## config.mk

```make
export PLATFORM = sky130hd
export DESIGN_NAME = hazard_forward_ctrl_flat
export DESIGN_NICKNAME = d
export VERILOG_FILES = /design/src/rtl/hazard_forward_ctrl_pkg.sv /design/src/rtl/hazard_forward_ctrl_if.sv /design/src/rtl/hazard_forward_ctrl_fwd_compare.sv /design/src/rtl/hazard_forward_ctrl.sv /design/src/flat_wrapper.sv
export SDC_FILE = /design/constraint.sdc
export NUM_CORES = 1
export LEC_CHECK = 0
export CAP_MARGIN = 20
export CORE_MARGIN = 5
export CORE_UTILIZATION = 58
export CTS_BUF_LIST = sky130_fd_sc_hd__clkbuf_8
export DETAILED_ROUTE_END_ITERATION = 16
export DONT_BUFFER_PORTS = 1
export PLACE_DENSITY = 0.84
export SYNTH_ARGS = -nofsm -noshare
export SYNTH_HDL_FRONTEND = slang
export SYNTH_SLANG_ARGS = --single-unit
```

## constraint.sdc

```tcl
create_clock -name clk -period 1.8 [get_ports clk]
set_clock_uncertainty 0.1 [all_clocks]
set_input_delay 0.36 -clock clk [delete_from_list [all_inputs] [get_ports clk]]
set_output_delay 0.36 -clock clk [all_outputs]
set_load 0.01 [all_outputs]
```

## src/rtl/hazard_forward_ctrl_pkg.sv

```systemverilog
// Shared constants and the destination-tag type carried down the shadow pipeline.
// Forward-select encodings are fixed because the EX-stage operand muxes decode them.
package hazard_forward_ctrl_pkg;

    localparam int REG_ADDR_W = 5;
    localparam int FWD_W      = 2;

    localparam logic [FWD_W-1:0] FWD_REG = 2'b00;
    localparam logic [FWD_W-1:0] FWD_WB  = 2'b01;
    localparam logic [FWD_W-1:0] FWD_MEM = 2'b10;

    typedef struct packed {
        logic                  reg_write;
        logic                  mem_read;
        logic [REG_ADDR_W-1:0] write_reg;
    } tag_t;

    localparam tag_t BUBBLE = '0;

endpackage

```

## src/rtl/hazard_forward_ctrl_if.sv

```systemverilog
// Bundle between the decode stage and the hazard/forward controller, plus tag debug taps.
// No handshake: every input is sampled at posedge clk and every output is valid for the whole cycle.
interface hazard_forward_ctrl_if;
    import hazard_forward_ctrl_pkg::*;

    logic [REG_ADDR_W-1:0] ID_Rs;
    logic [REG_ADDR_W-1:0] ID_Rt;
    logic                  ID_UseRt;
    logic [REG_ADDR_W-1:0] ID_WriteReg;
    logic                  ID_RegWrite;
    logic                  ID_MemRead;
    logic                  flush;
    logic                  mem_stall;

    logic [FWD_W-1:0]      ForwardA;
    logic [FWD_W-1:0]      ForwardB;
    logic                  load_use_stall;
    logic                  PC_write;
    logic                  IFID_write;

    tag_t                  ex_tag;
    tag_t                  mem_tag;
    tag_t                  wb_tag;

    modport master (
        output ID_Rs, ID_Rt, ID_UseRt, ID_WriteReg, ID_RegWrite, ID_MemRead, flush, mem_stall,
        input  ForwardA, ForwardB, load_use_stall, PC_write, IFID_write, ex_tag, mem_tag, wb_tag
    );

    modport slave (
        input  ID_Rs, ID_Rt, ID_UseRt, ID_WriteReg, ID_RegWrite, ID_MemRead, flush, mem_stall,
        output ForwardA, ForwardB, load_use_stall, PC_write, IFID_write, ex_tag, mem_tag, wb_tag
    );

endinterface

```

## src/rtl/hazard_forward_ctrl_fwd_compare.sv

```systemverilog
// Picks the forward source for one operand from the producers now in EX and MEM.
// Looked at one cycle early: the EX producer will sit in MEM, the MEM producer in WB.
module hazard_forward_ctrl_fwd_compare
    import hazard_forward_ctrl_pkg::*;
(
    input  logic [REG_ADDR_W-1:0] src,
    input  tag_t                  ex_tag,
    input  tag_t                  mem_tag,
    output logic [FWD_W-1:0]      sel
);

    always_comb begin
        sel = FWD_REG;
        // $0 is hardwired; the newer producer takes priority.
        if (src != '0) begin
            if (ex_tag.reg_write && ex_tag.write_reg == src) begin
                sel = FWD_MEM;
            end else if (mem_tag.reg_write && mem_tag.write_reg == src) begin
                sel = FWD_WB;
            end
        end
    end

endmodule

```

## src/rtl/hazard_forward_ctrl.sv

```systemverilog
// Shadow EX/MEM/WB tag pipeline, registered forward selects and load-use stall control.
// Selects are registered on the ID->EX edge so they stay stable for the whole EX cycle.
module hazard_forward_ctrl
    import hazard_forward_ctrl_pkg::*;
(
    input  logic                 clk,
    input  logic                 rst,
    hazard_forward_ctrl_if.slave bus
);

    tag_t                  ex_tag;
    tag_t                  mem_tag;
    tag_t                  wb_tag;
    tag_t                  id_tag;
    logic [FWD_W-1:0]      fwd_a;
    logic [FWD_W-1:0]      fwd_b;
    logic [FWD_W-1:0]      sel_a;
    logic [FWD_W-1:0]      sel_b;
    logic [REG_ADDR_W-1:0] src_b;
    logic                  hazard;
    logic                  stall;
    logic                  bubble;

    assign id_tag = '{reg_write: bus.ID_RegWrite, mem_read: bus.ID_MemRead,
                      write_reg: bus.ID_WriteReg};
    assign src_b  = bus.ID_UseRt ? bus.ID_Rt : '0;

    hazard_forward_ctrl_fwd_compare u_cmp_a (
        .src     (bus.ID_Rs),
        .ex_tag  (ex_tag),
        .mem_tag (mem_tag),
        .sel     (sel_a)
    );

    hazard_forward_ctrl_fwd_compare u_cmp_b (
        .src     (src_b),
        .ex_tag  (ex_tag),
        .mem_tag (mem_tag),
        .sel     (sel_b)
    );

    assign hazard = ex_tag.mem_read && (ex_tag.write_reg != '0) &&
                    ((ex_tag.write_reg == bus.ID_Rs) ||
                     (bus.ID_UseRt && ex_tag.write_reg == bus.ID_Rt));
    // A flushed consumer needs no stall, and a cache freeze already holds everything.
    assign stall  = hazard && !bus.flush && !bus.mem_stall;
    assign bubble = bus.flush || stall;

    always_ff @(posedge clk) begin
        if (rst) begin
            ex_tag  <= BUBBLE;
            mem_tag <= BUBBLE;
            wb_tag  <= BUBBLE;
            fwd_a   <= FWD_REG;
            fwd_b   <= FWD_REG;
        end else if (!bus.mem_stall) begin
            wb_tag  <= mem_tag;
            mem_tag <= ex_tag;
            ex_tag  <= bubble ? BUBBLE : id_tag;
            fwd_a   <= bubble ? FWD_REG : sel_a;
            fwd_b   <= bubble ? FWD_REG : sel_b;
        end
    end

    assign bus.ForwardA       = fwd_a;
    assign bus.ForwardB       = fwd_b;
    assign bus.load_use_stall = stall;
    assign bus.PC_write       = !(stall || bus.mem_stall);
    assign bus.IFID_write     = !(stall || bus.mem_stall);
    assign bus.ex_tag         = ex_tag;
    assign bus.mem_tag        = mem_tag;
    assign bus.wb_tag         = wb_tag;

endmodule

```

## src/flat_wrapper.sv

```systemverilog
// flat-port wrapper written by rule: the top's interface ports become plain ports
module hazard_forward_ctrl_flat import hazard_forward_ctrl_pkg::*;
  (clk, rst, bus_ID_Rs, bus_ID_Rt, bus_ID_UseRt, bus_ID_WriteReg, bus_ID_RegWrite, bus_ID_MemRead, bus_flush, bus_mem_stall, bus_ForwardA, bus_ForwardB, bus_load_use_stall, bus_PC_write, bus_IFID_write, bus_ex_tag, bus_mem_tag, bus_wb_tag);
  hazard_forward_ctrl_if bus_i ();
  input  logic clk;
  input  logic rst;
  input wire logic [$bits(bus_i.ID_Rs)-1:0] bus_ID_Rs;
  input wire logic [$bits(bus_i.ID_Rt)-1:0] bus_ID_Rt;
  input wire logic [$bits(bus_i.ID_UseRt)-1:0] bus_ID_UseRt;
  input wire logic [$bits(bus_i.ID_WriteReg)-1:0] bus_ID_WriteReg;
  input wire logic [$bits(bus_i.ID_RegWrite)-1:0] bus_ID_RegWrite;
  input wire logic [$bits(bus_i.ID_MemRead)-1:0] bus_ID_MemRead;
  input wire logic [$bits(bus_i.flush)-1:0] bus_flush;
  input wire logic [$bits(bus_i.mem_stall)-1:0] bus_mem_stall;
  output wire logic [$bits(bus_i.ForwardA)-1:0] bus_ForwardA;
  output wire logic [$bits(bus_i.ForwardB)-1:0] bus_ForwardB;
  output wire logic [$bits(bus_i.load_use_stall)-1:0] bus_load_use_stall;
  output wire logic [$bits(bus_i.PC_write)-1:0] bus_PC_write;
  output wire logic [$bits(bus_i.IFID_write)-1:0] bus_IFID_write;
  output wire logic [$bits(bus_i.ex_tag)-1:0] bus_ex_tag;
  output wire logic [$bits(bus_i.mem_tag)-1:0] bus_mem_tag;
  output wire logic [$bits(bus_i.wb_tag)-1:0] bus_wb_tag;
  assign bus_i.ID_Rs = bus_ID_Rs;
  assign bus_i.ID_Rt = bus_ID_Rt;
  assign bus_i.ID_UseRt = bus_ID_UseRt;
  assign bus_i.ID_WriteReg = bus_ID_WriteReg;
  assign bus_i.ID_RegWrite = bus_ID_RegWrite;
  assign bus_i.ID_MemRead = bus_ID_MemRead;
  assign bus_i.flush = bus_flush;
  assign bus_i.mem_stall = bus_mem_stall;
  assign bus_ForwardA = bus_i.ForwardA;
  assign bus_ForwardB = bus_i.ForwardB;
  assign bus_load_use_stall = bus_i.load_use_stall;
  assign bus_PC_write = bus_i.PC_write;
  assign bus_IFID_write = bus_i.IFID_write;
  assign bus_ex_tag = bus_i.ex_tag;
  assign bus_mem_tag = bus_i.mem_tag;
  assign bus_wb_tag = bus_i.wb_tag;
  hazard_forward_ctrl u_core (.clk(clk), .rst(rst), .bus(bus_i));
endmodule
```

## Word level (Yosys, flattened, before mapping)

Index checks and enable logic that the tools add are counted.

| operators by class | value |
|---|---|
| reduce and logical (&&, ||, !) cells | 18 |
| muxes and demuxes | 10 |
| eq/ne operators | 5 |

Operator list:

| kind | count |
|---|---|
| 5-bit equality test | 5 |
| 5-bit nonzero test | 3 |
| 2-bit two-way mux | 6 |
| 1-bit logical AND | 9 |
| 7-bit two-way mux | 1 |
| 5-bit two-way mux | 1 |
| 1-bit zero test | 3 |
| 1-bit logical OR | 3 |
| 1-bit two-way mux | 2 |

| storage, ports and cells | value |
|---|---|
| logic and storage cells | 44 |
| register bits | 25 |
| output and inout bits | 28 |
| input port bits | 22 |

## Depth between registers and ports, before layout

Gate-level depths: netlist (run 1).

| depth | value |
|---|---|
| depth after elaboration | 8 |
| gate-level depth with buffers | 8 |
| depth with buffers taken out | 5 |

## Hierarchy

A second synthesis (run 1) with hierarchy kept.

| unflattened totals | value |
|---|---|
| cells, all modules | 158 |
| area, all modules | 1,395.1 um^2 |

Modules (own cells, without submodules):

| module | cells an instance | seq. area each (um^2) | area each (um^2) | instances |
|---|---|---|---|---|
| hazard_forward_ctrl | 122 | 500.5 | 1,129.8 | 1 |
| hazard_forward_ctrl_fwd_compare | 18 | 0.0 | 132.6 | 2 |

## Worst setup path after synthesis (run 1)

Ideal clock, no wire load.

| timing path | value |
|---|---|
| kind | reg-to-output |
| from | register u_core.bus.ex_tag[4] (netlist name) |
| to | output bus_PC_write |
| setup slack | -0.193 ns |
| data arrival time | 1.533 ns |
| required time | 1.340 ns |
| path buffers | 3 |
| stages on the path, launching flop included | 9 |
| cells stage by stage | dfxtp_1 -> buf_6 -> xnor2_2 -> nand3_1 -> o22ai_2 -> nand3_2 -> buf_6 -> o21ba_2 -> buf_4 |

| on the way | value |
|---|---|
| longest elaborated chain between the ends | 8 |
| elaborated cells on any way between the ends | 11 |
| those cells by class | eq/ne (2); reduce/logical (9) |

Ends and longest elaborated chain:

| what | line | text |
|---|---|---|
| 5-bit equality test | hazard_forward_ctrl.sv:44 | `(bus.ID_UseRt && ex_tag.write_reg == bus.ID_Rt));` |
| 1-bit logical AND | hazard_forward_ctrl.sv:44 |  |
| 1-bit logical OR | hazard_forward_ctrl.sv:43 | `((ex_tag.write_reg == bus.ID_Rs) \|\|` |
| 1-bit logical AND (*) | hazard_forward_ctrl.sv:42 | `assign hazard = ex_tag.mem_read && (ex_tag.write_reg != '0) &&` |
| 1-bit logical AND (*) (2 in a row) | hazard_forward_ctrl.sv:46 | `assign stall = hazard && !bus.flush && !bus.mem_stall;` |
| 1-bit logical OR (*) | -- |  |
| 1-bit zero test (*) | -- |  |
| end: declaration | flat_wrapper.sv:18 | `output wire logic [$bits(bus_i.PC_write)-1:0] bus_PC_write;` |

Mark *: on every way between the ends. The rest lies on a longest branch, timed or not.

## Worst setup path in the final report (run 1)

| timing path | value |
|---|---|
| from | register u_core.bus.ex_tag[2] (netlist name) |
| to | output bus_load_use_stall |

| on the way | value |
|---|---|
| longest elaborated chain between the ends | 6 |
| elaborated cells on any way between the ends | 9 |
| those cells by class | eq/ne (2); reduce/logical (7) |

Ends and longest elaborated chain:

| what | line | text |
|---|---|---|
| 5-bit equality test | hazard_forward_ctrl.sv:44 |  |
| 1-bit logical AND | hazard_forward_ctrl.sv:44 |  |
| 1-bit logical OR | hazard_forward_ctrl.sv:43 |  |
| 1-bit logical AND (*) | hazard_forward_ctrl.sv:42 |  |
| 1-bit logical AND (*) (2 in a row) | hazard_forward_ctrl.sv:46 |  |
| end: declaration | flat_wrapper.sv:17 | `output wire logic [$bits(bus_i.load_use_stall)-1:0] bus_load_use_stall;` |

Marks and branches as above.

==> results.toml, run 1 <==
[synth]
synth_nets = 168
yosysTopAreaCell = "dfxtp_1"
syn_area_per_cell_um2 = 9.45
synth_top_area_share_pct = 36.3
synth.distinct_cells = 38
synth_async_sr_flop_share_pct = 0
ys_top_cells_by_area = "dfxtp_1 36%, mux2i_1 10%, xnor2_1 7.6%"
yosys_warnings = 0
ys.flop_type = "dfxtp_1"
seq_area_frac_synth_pct = 36.3
synth_edf_count = 0
netlist_area_mm2 = 0.00138
syn_inst = 146
ys_ff_latch = 25

[route]
first_pass_iters = 4
met2_length_um = 1840
viasPerCell = 6.33
vias = 1139
drtAntennaViolNets = 0
drc_errors = 0
met3WireLength_um = 392
top_layer = "met4"
drt-total-wl_um = 3690
m1WireLength_um = 1410
drt_iter0_markers = 42
wl_per_cell_um = 20.5

[floorplanning]
die_h_um = 58.8
rows = 17
start_util_pct = 61.8
die_w_um = 58.8
dieArea_mm2 = 0.00346
pin_count = 50
core_region_area_mm2 = 0.00223

[setup_path]
path_max_fanout = 3
critPathArrivalTime_ns = 1.51
crit_type = "flop to output pin"
cp-start-kind = "flop"
crit_required_ns = 1.34
crit_path_end_kind = "output pin"

[clocking]
cts_sinks = 25
clk_pin_slew_ns = 0.09
root_buffer = "clkbuf_8"
cts_tree = "done"
clockBufferDepth = 2
clk-insertion-delay-late_ns = 0.28
htree_levels = 1
hold_buffers = 0
numCtsBuffers = 3

[worst_hold_path]
min_path_type = "input pin to flop"

[grt]
grt_pass1_vias = 1143
grtUsageTotal_pct = 21.3
grt_pass1_wl_um = 5630
antenna_found_initial = 0
overflow = 0
grt_max_degree = 19

[power_and_ir_drop]
ir_worst_vdd_mv = 0.770
power_density_mw_per_mm2 = 673
power_leakage_nw = 0.629
power.total_mw = 1.06

[timing]
maxSlewHeadroom_pct = 75.1
min_period_over_period_pct = 109
rsz0062_at_grt = "true"
fin_crit_ns = 1.97
slew_viol_final = 0
max_freq_ghz = 0.507
worst_slew_pin_slew_ns = 0.373
hold_viol_final = 0
final.setup.worst_slack_ns = -0.171
setup_viol = 12

[layout]
area_growth_pct = 14.5
antenna_cells = 0
final_cell_area_mm2 = 0.00158
utilization_pct = 70.8
nNetsFinal = 175
drive_above_1_share_pct = 26.3

[outcome]
violations = "negative setup slack"
status = "finished, violations left"

[flow_run]
cap_violations = 0

[placement]
portBuffers = 0
dp_hpwl_um = 2630
place_area_mm2 = 0.00144
pre_cts_ws_ns = 0.0209
gp_congestion = 0.891
## layout by cell type (no fill, tap or decap), types with 2 or more instances in the layout
cell type  instances
nand3_2            2
nor4_1             2
nor2b_1            2
nand2_1            7
nand3_1            3
xnor2_2            6
mux2i_1           14
a32o_1             9
dfxtp_1           20
nor2_1            17
nand4_1            2
nor3_1             2
or4_1              2
nand2b_1           2
xnor2_1            6
inv_1              4
clkbuf_8           3
dfxtp_4            3
buf_4             15
dfxtp_2            2
xor2_1             6
a2bb2oi_1          2
## cells by family (layout without fill, tap and decap cells)
family	count (synthesis)	after routing	share of synthesized area, %
buffers and inverters	17	23	8.16
muxes	14	14	10.2
AOI/OAI and AO/OA	24	24	15.2
DFF	25	25	36.3
xor gates and xnor gates	19	19	12.6
and+or+nand+nor	47	47	17.6
## area by class of cell
| cell class | count | area, µm² |
|---|---|---|
| clock buffer | 3 | 41.3 |
| clock inverter | 1 | 5.00 |
| fill | 175 | 653 |
| inverter | 4 | 15.0 |
| multi-input combinational | 104 | 857 |
| sequential | 25 | 514 |
| tap | 28 | 35.0 |
| timing repair buffer | 15 | 113 |
## cell usage after synthesis (3+ instances only)
cell type  number
inv_1           4
buf_6           5
mux2i_1        14
xor2_1          6
nor2_1         17
nand2_1         8
clkbuf_1        3
nor4_1          3
nor3_1          3
buf_2           3
xnor2_1        12
a32o_1          9
dfxtp_1        25
nand3_1         4
## flip-flops by register name (all words and copies together), names as in the netlist
| register | count |
|---|---|
| u_core.bus.ForwardA | 2 |
| u_core.bus.ForwardB | 2 |
| u_core.bus.ex_tag | 7 |
| u_core.bus.mem_tag | 7 |
| u_core.bus.wb_tag | 7 |
## worst max-delay path, stage by stage (launching register included)
cell and delay, ns:
dfxtp_4 0.38, xnor2_2 0.16, nand3_2 0.12, o22ai_2 0.17, nand3_2 0.12, nor3_2 0.14
buf_4 0.14
## report_power, final
| part | leakage, nW | internal (mW) | switching [mW] |
|---|---|---|---|
| Combinational | 0.398 | 0.0811 | 0.0581 |
| Clock | 0.0255 | 0.155 | 0.186 |
| Sequential | 0.205 | 0.562 | 0.0214 |
| Total | 0.629 | 0.798 | 0.265 |
## timing repair
action	CTS	global route
pin swaps	3	5
gates resized for setup	7	4
setup buffers	2	2
endpoints found under the setup margin	3	8
## path summary, 6_finish.rpt
check | startpoint | to | slack [ns] | cells past startpoint
worst max-delay path | u_core.bus.ex_tag[2] | bus_load_use_stall | -0.17 | 6
worst min-delay path | rst | u_core.bus.mem_tag[2] | 0.04 | 1
worst max register to register | u_core.bus.ex_tag[2] | u_core.bus.ex_tag[4] | -0.06 | 8
worst min register to register | u_core.bus.ForwardB[0] | u_core.bus.ForwardB[0] | 0.45 | 2
## per-stage QoR
step / cells / TNS, ns / hold WS [ns]
2_1_floorplan: 146 / -0.125 / 0.399
3_3_place_gp: 172 / 0 / 0.335
3_5_place_dp: 172 / 0 / 0.336
4_1_cts: 178 / -0.436 / 0.0369
5_1_grt: 180 / -1.47 / 0.0288
6_report: 180 / -0.742 / 0.0419
## routing by layer
layer	GRT usage, %	vias to the layer above
met5	0	-
met4	6.80	0
met3	7.02	5
met2	35.8	58
met1	25.5	542
li1	-	534
Note: power is estimated with default switching activity, not from simulation.
==> run 2, diff against run 1 <==
- GPL_ROUTABILITY_DRIVEN: unset -> 0
==> results.toml, run 2 (synthesized netlist as in run 1, its figures left out) <==
[layout]
final_cell_area_mm2 = 0.00153
nNetsFinal = 171
multi_input_area_um2 = 835
layoutNonFillerInstCount = 176
reg.largest.list = "u_core.bus.ex_tag (7), u_core.bus.mem_tag (7), u_core.bus.wb_tag (7)"
drive_above_1_share_pct = 23.0
area_growth_pct = 11.0
fillCellCount = 179
antenna_cells = 0
seqCellArea_um2 = 519
layout.cells.most_common_list = "20 x dfxtp_1, 17 x nor2_1, 14 x mux2i_1"
layout_commonest_cell = "dfxtp_1"
utilization_pct = 68.6

[outcome]
status = "finished, violations left"
violations = "negative setup slack"

[timing]
rsz0062_at_grt = "true"
min_period_over_period_pct = 110
fin_crit_ns = 1.97
slew_viol_final = 0
fin_tns_setup_ns = -0.515
worst_hold_slack_ns = 0.0524
max_freq_ghz = 0.507
maxSlewHeadroom_pct = 76.2
final.setup.worst_slack_ns = -0.172
setup_viol = 3
worst_slew_pin_slew_ns = 0.356
hold_viol_final = 0

[floorplanning]
rows = 17
die_h_um = 58.8
dieArea_mm2 = 0.00346
start_util_pct = 61.8
pin_count = 50
die_w_um = 58.8
core_region_area_mm2 = 0.00223

[route]
drc_errors = 0
viasPerCell = 6.53
drt-total-wl_um = 3680
vias = 1150
drt_iter0_markers = 68
first_pass_iters = 4
drtAntennaViolNets = 0
wl_per_cell_um = 20.9

[placement]
dp_hpwl_um = 2680
portBuffers = 0
pre_cts_ws_ns = 0.0945
place_area_mm2 = 0.00144
place_inst = 171

[clocking]
numCtsBuffers = 3
hold_buffers = 0
cts_sinks = 25
cts_tree = "done"
clk_pin_slew_ns = 0.08
root_buffer = "clkbuf_8"
clockBufferDepth = 2
clk-insertion-delay-late_ns = 0.27
htree_levels = 1

[setup_path]
cp_slowest_stage_delay_ns = 0.38
crit_start = "u_core.bus.ex_tag[1]"
crit_path_end_kind = "output pin"
rr_startpoint = "u_core.bus.ex_tag[4]"
crit_required_ns = 1.34
crit_chain = "buf_4 -> nor4_2 -> nand2_1 -> nand3_2 -> o21ba_4"
critPathSlowestCell = "dfxtp_4"
crit_type = "flop to output pin"
path_max_fanout = 5
critPathArrivalTime_ns = 1.51
cp-start-kind = "flop"

[grt]
antenna_found_initial = 0
grt_pass1_wl_um = 5750
overflow = 0
grtUsageTotal_pct = 22.0
grt_max_degree = 19
grt_pass1_vias = 1195

[power_and_ir_drop]
switchingPower_mw = 0.250
p_clk_share_pct = 31.3
power_leakage_nw = 0.607
power_frac_comb_pct = 12.6
power_density_mw_per_mm2 = 678
netSwitchingFraction_pct = 24.1
ir_worst_vdd_mv = 0.391
power.total_mw = 1.04
p_seq_share_pct = 56.1
internal-power_mw = 0.788

[worst_hold_path]
min_path_type = "input pin to flop"
min_from = "rst"

[flow_run]
cap_violations = 0
## run 2: final timing paths
| check | endpoint | slack, ns | depth (start not counted) |
|---|---|---|---|
| setup / recovery | bus_PC_write | -0.17 | 5 |
| hold / removal | u_core.bus.wb_tag[3] | 0.05 | 1 |
| setup reg to reg | u_core.bus.ex_tag[4] | 0.13 | 6 |
| hold reg to reg | u_core.bus.ForwardB[0] | 0.45 | 2 |
## run 2: layer usage
metal,vias up,track usage (%),wire length (µm)
li1,523,-,-
met1,543,24.8,1290
met2,69,37.1,1820
met3,15,6.14,438
met4,0,12.6,131
met5,-,0,0
## run 2: timing repair
action                                  4_1_cts  5_1_grt
setup buffers                                 1        0
gates resized for setup                       9        1
endpoints found under the setup margin        3        3
endpoints found under the hold margin         0        0
pin swaps                                     5        4
## run 2: critical path: cells and delay by family, from the launching register on
kind                   cells  cell delay [ns]
and+or+nand+nor            3             0.51
AOI/OAI and AO/OA          1             0.18
DFF                        1             0.38
buffers and inverters      1             0.17
## run 2: area by class of cell
| type | count | area share, % |
|---|---|---|
| sequential | 25 | 33.9 |
| timing repair buffer | 11 | 5.39 |
| clock inverter | 1 | 0.245 |
| tap | 28 | 2.29 |
| inverter | 4 | 0.980 |
| clock buffer | 3 | 2.70 |
| multi-input combinational | 104 | 54.5 |
## run 2: power by group through the flow
stage / logic [mW] / registers [mW] / clock network [mW]
floorplan: 0.127 / 0.592 / 0
global placement: 0.117 / 0.598 / 0
detailed placement: 0.120 / 0.599 / 0
CTS: 0.130 / 0.583 / 0.323
global route: 0.141 / 0.584 / 0.354
finish: 0.131 / 0.582 / 0.325
==> run 3, diff against run 2 <==
- ABC_AREA: unset -> 1
- CORE_UTILIZATION: 58 -> 59
- PLACE_DENSITY: 0.84 -> 0.86
==> results.toml, run 3 <==
[synth]
synth_nets = 263
syn_inst = 241
yosysTopAreaCell = "dfxtp_1"
ys.flop_type = "dfxtp_1"
syn_area_per_cell_um2 = 6.47
seq_area_frac_synth_pct = 32.1
synth_top_area_share_pct = 32.1
synth_common_cells = "77 x nand2_1, 28 x nor2_1, 25 x dfxtp_1"
yosys_warnings = 0
yosysMostFrequentCell = "nand2_1"
synth_edf_count = 0
ys_top_cells_by_area = "dfxtp_1 32%, nand2_1 19%, nor2_1 6.7%"
ys_ff_latch = 25
netlist_area_mm2 = 0.00156
synth.distinct_cells = 29
synth_async_sr_flop_share_pct = 0

[route]
viasPerCell = 5.92
vias = 1692
first_pass_iters = 5
drt_iter0_markers = 126
drtAntennaViolNets = 0
drt-total-wl_um = 4640
wl_per_cell_um = 16.2
drc_errors = 0

[grt]
grt_max_degree = 27
overflow = 0
grtUsageTotal_pct = 25.0
grt_pass1_wl_um = 7020
antenna_found_initial = 0
grt_pass1_vias = 1563

[setup_path]
cp-start-kind = "flop"
crit_chain = "inv_4 -> nand2_2 -> nand2_2 -> nor2_1 -> nand3_1 -> nand2_4 -> a21oi_2 -> buf_6"
cp_slowest_stage_delay_ns = 0.40
critPathSlowestCell = "dfxtp_4"
crit_required_ns = 1.34
rr_worst_depth = 13
path_max_fanout = 6
r2r_slack_ns = -0.02
path_common_cell = "nand2_2"
critPathArrivalTime_ns = 1.45
rr_startpoint = "u_core.bus.ex_tag[2]"
r2r_end = "u_core.bus.ForwardA[1]"
crit_type = "flop to output pin"
crit_path_end_kind = "output pin"

[floorplanning]
core_region_area_mm2 = 0.00250
start_util_pct = 62.4
rows = 18
die_h_um = 61.4
die_w_um = 61.4
dieArea_mm2 = 0.00377
pin_count = 50

[layout]
layoutNonFillerInstCount = 286
antenna_cells = 0
layout.cells.most_common_list = "72 x nand2_1, 27 x nor2_1, 20 x buf_4, 20 x dfxtp_1, 17 x inv_1"
drive_above_1_share_pct = 24.2
fillCellCount = 202
reg.largest.list = "u_core.bus.ex_tag (7), u_core.bus.mem_tag (7), u_core.bus.wb_tag (7)"
area_growth_pct = 15.6
nNetsFinal = 279
layout_commonest_cell = "nand2_1"

[power_and_ir_drop]
ir_worst_vdd_mv = 0.522
power_density_mw_per_mm2 = 648
power_leakage_nw = 0.797

[clocking]
cts_sinks = 25
root_buffer = "clkbuf_8"
hold_buffers = 0
clockBufferDepth = 2
clk_pin_slew_ns = 0.09
htree_levels = 1
numCtsBuffers = 3
clk-insertion-delay-late_ns = 0.28
cts_tree = "done"

[timing]
rsz0062_at_grt = "true"
hold_viol_final = 0
fin_crit_ns = 1.91
min_period_over_period_pct = 106
slew_viol_final = 0
worst_hold_slack_ns = 0.0340
maxSlewHeadroom_pct = 79.7
setup_viol = 4
worst_slew_pin_slew_ns = 0.303
fin_tns_setup_ns = -0.324
final.setup.worst_slack_ns = -0.113
max_freq_ghz = 0.523

[worst_hold_path]
min_from = "rst"
holdPathEnd = "u_core.bus.ex_tag[1]"
worstHoldPathCells = 1
min_path_type = "input pin to flop"

[placement]
dp_hpwl_um = 3150
place_inst = 270
portBuffers = 0
pre_cts_ws_ns = 0.101

[outcome]
status = "finished, violations left"
violations = "negative setup slack"

[flow_run]
cap_violations = 0
-- run 3: metrics by stage --
step                utilization [%]  power, mW  cell area [µm²]
floorplan                         -      0.774             1560
global placement               64.1      0.793             1600
detailed placement             64.1      0.794             1600
CTS                            69.8       1.14             1750
global route                   72.1       1.23             1800
finish                         72.1       1.17             1800
-- run 3: critical path: cells and delay by family (launching register included) --
kind | cells | cell delay (ns)
AND/OR/NAND/NOR | 5 | 0.54
flip-flops | 1 | 0.40
buffers and inverters | 2 | 0.17
AO/OA/AOI/OAI | 1 | 0.06
-- run 3: cell families after synthesis --
| logic type | share of synthesized area (%) |
|---|---|
| and+or+nand+nor | 43.3 |
| DFF | 32.1 |
| buffers and inverters | 10.8 |
| AOI/OAI and AO/OA | 12.1 |
| xor gates and xnor gates | 1.68 |
-- run 3: per-layer routing --
layer	vias to the layer above	global-route usage, %	wire [µm]
li1	802	-	-
met1	732	30.0	1720
met2	134	42.9	2150
met3	24	5.66	599
met4	0	10.3	170
met5	-	0	0
-- run 3: worst max path at each step --
stage	start	end	slack [ns]	cells past startpoint
after floorplan	u_core.bus.ex_tag[3]	bus_PC_write	0.06	7
after global placement	u_core.bus.ex_tag[3]	bus_IFID_write	0.15	8
after detailed placement	u_core.bus.ex_tag[2]	bus_IFID_write	0.10	8
after CTS	u_core.bus.ex_tag[2]	bus_IFID_write	-0.05	8
after global routing	u_core.bus.ex_tag[4]	bus_IFID_write	-0.14	8
final	u_core.bus.ex_tag[2]	bus_IFID_write	-0.11	8
-- run 3: layout make-up --
type,instances,area (µm²),share of cell area [%]
multi-input combinational,179,921,51.1
sequential,25,517,28.7
timing repair buffer,22,173,9.58
inverter,26,106,5.90
clock buffer,3,41.3,2.29
tap,30,37.5,2.08
clock inverter,1,7.51,0.416
-- run 3: repair_timing --
item	CTS	global route
endpoints found under the hold margin	0	0
setup endpoints to repair	3	4
gates resized for setup	13	12
pin swaps	5	11
setup buffers	9	4
-- run 3: power by group --
group | internal, mW | total [mW] | switching (mW)
Sequential | 0.572 | 0.605 | 0.0331
Combinational | 0.0932 | 0.213 | 0.119
Clock | 0.157 | 0.351 | 0.194
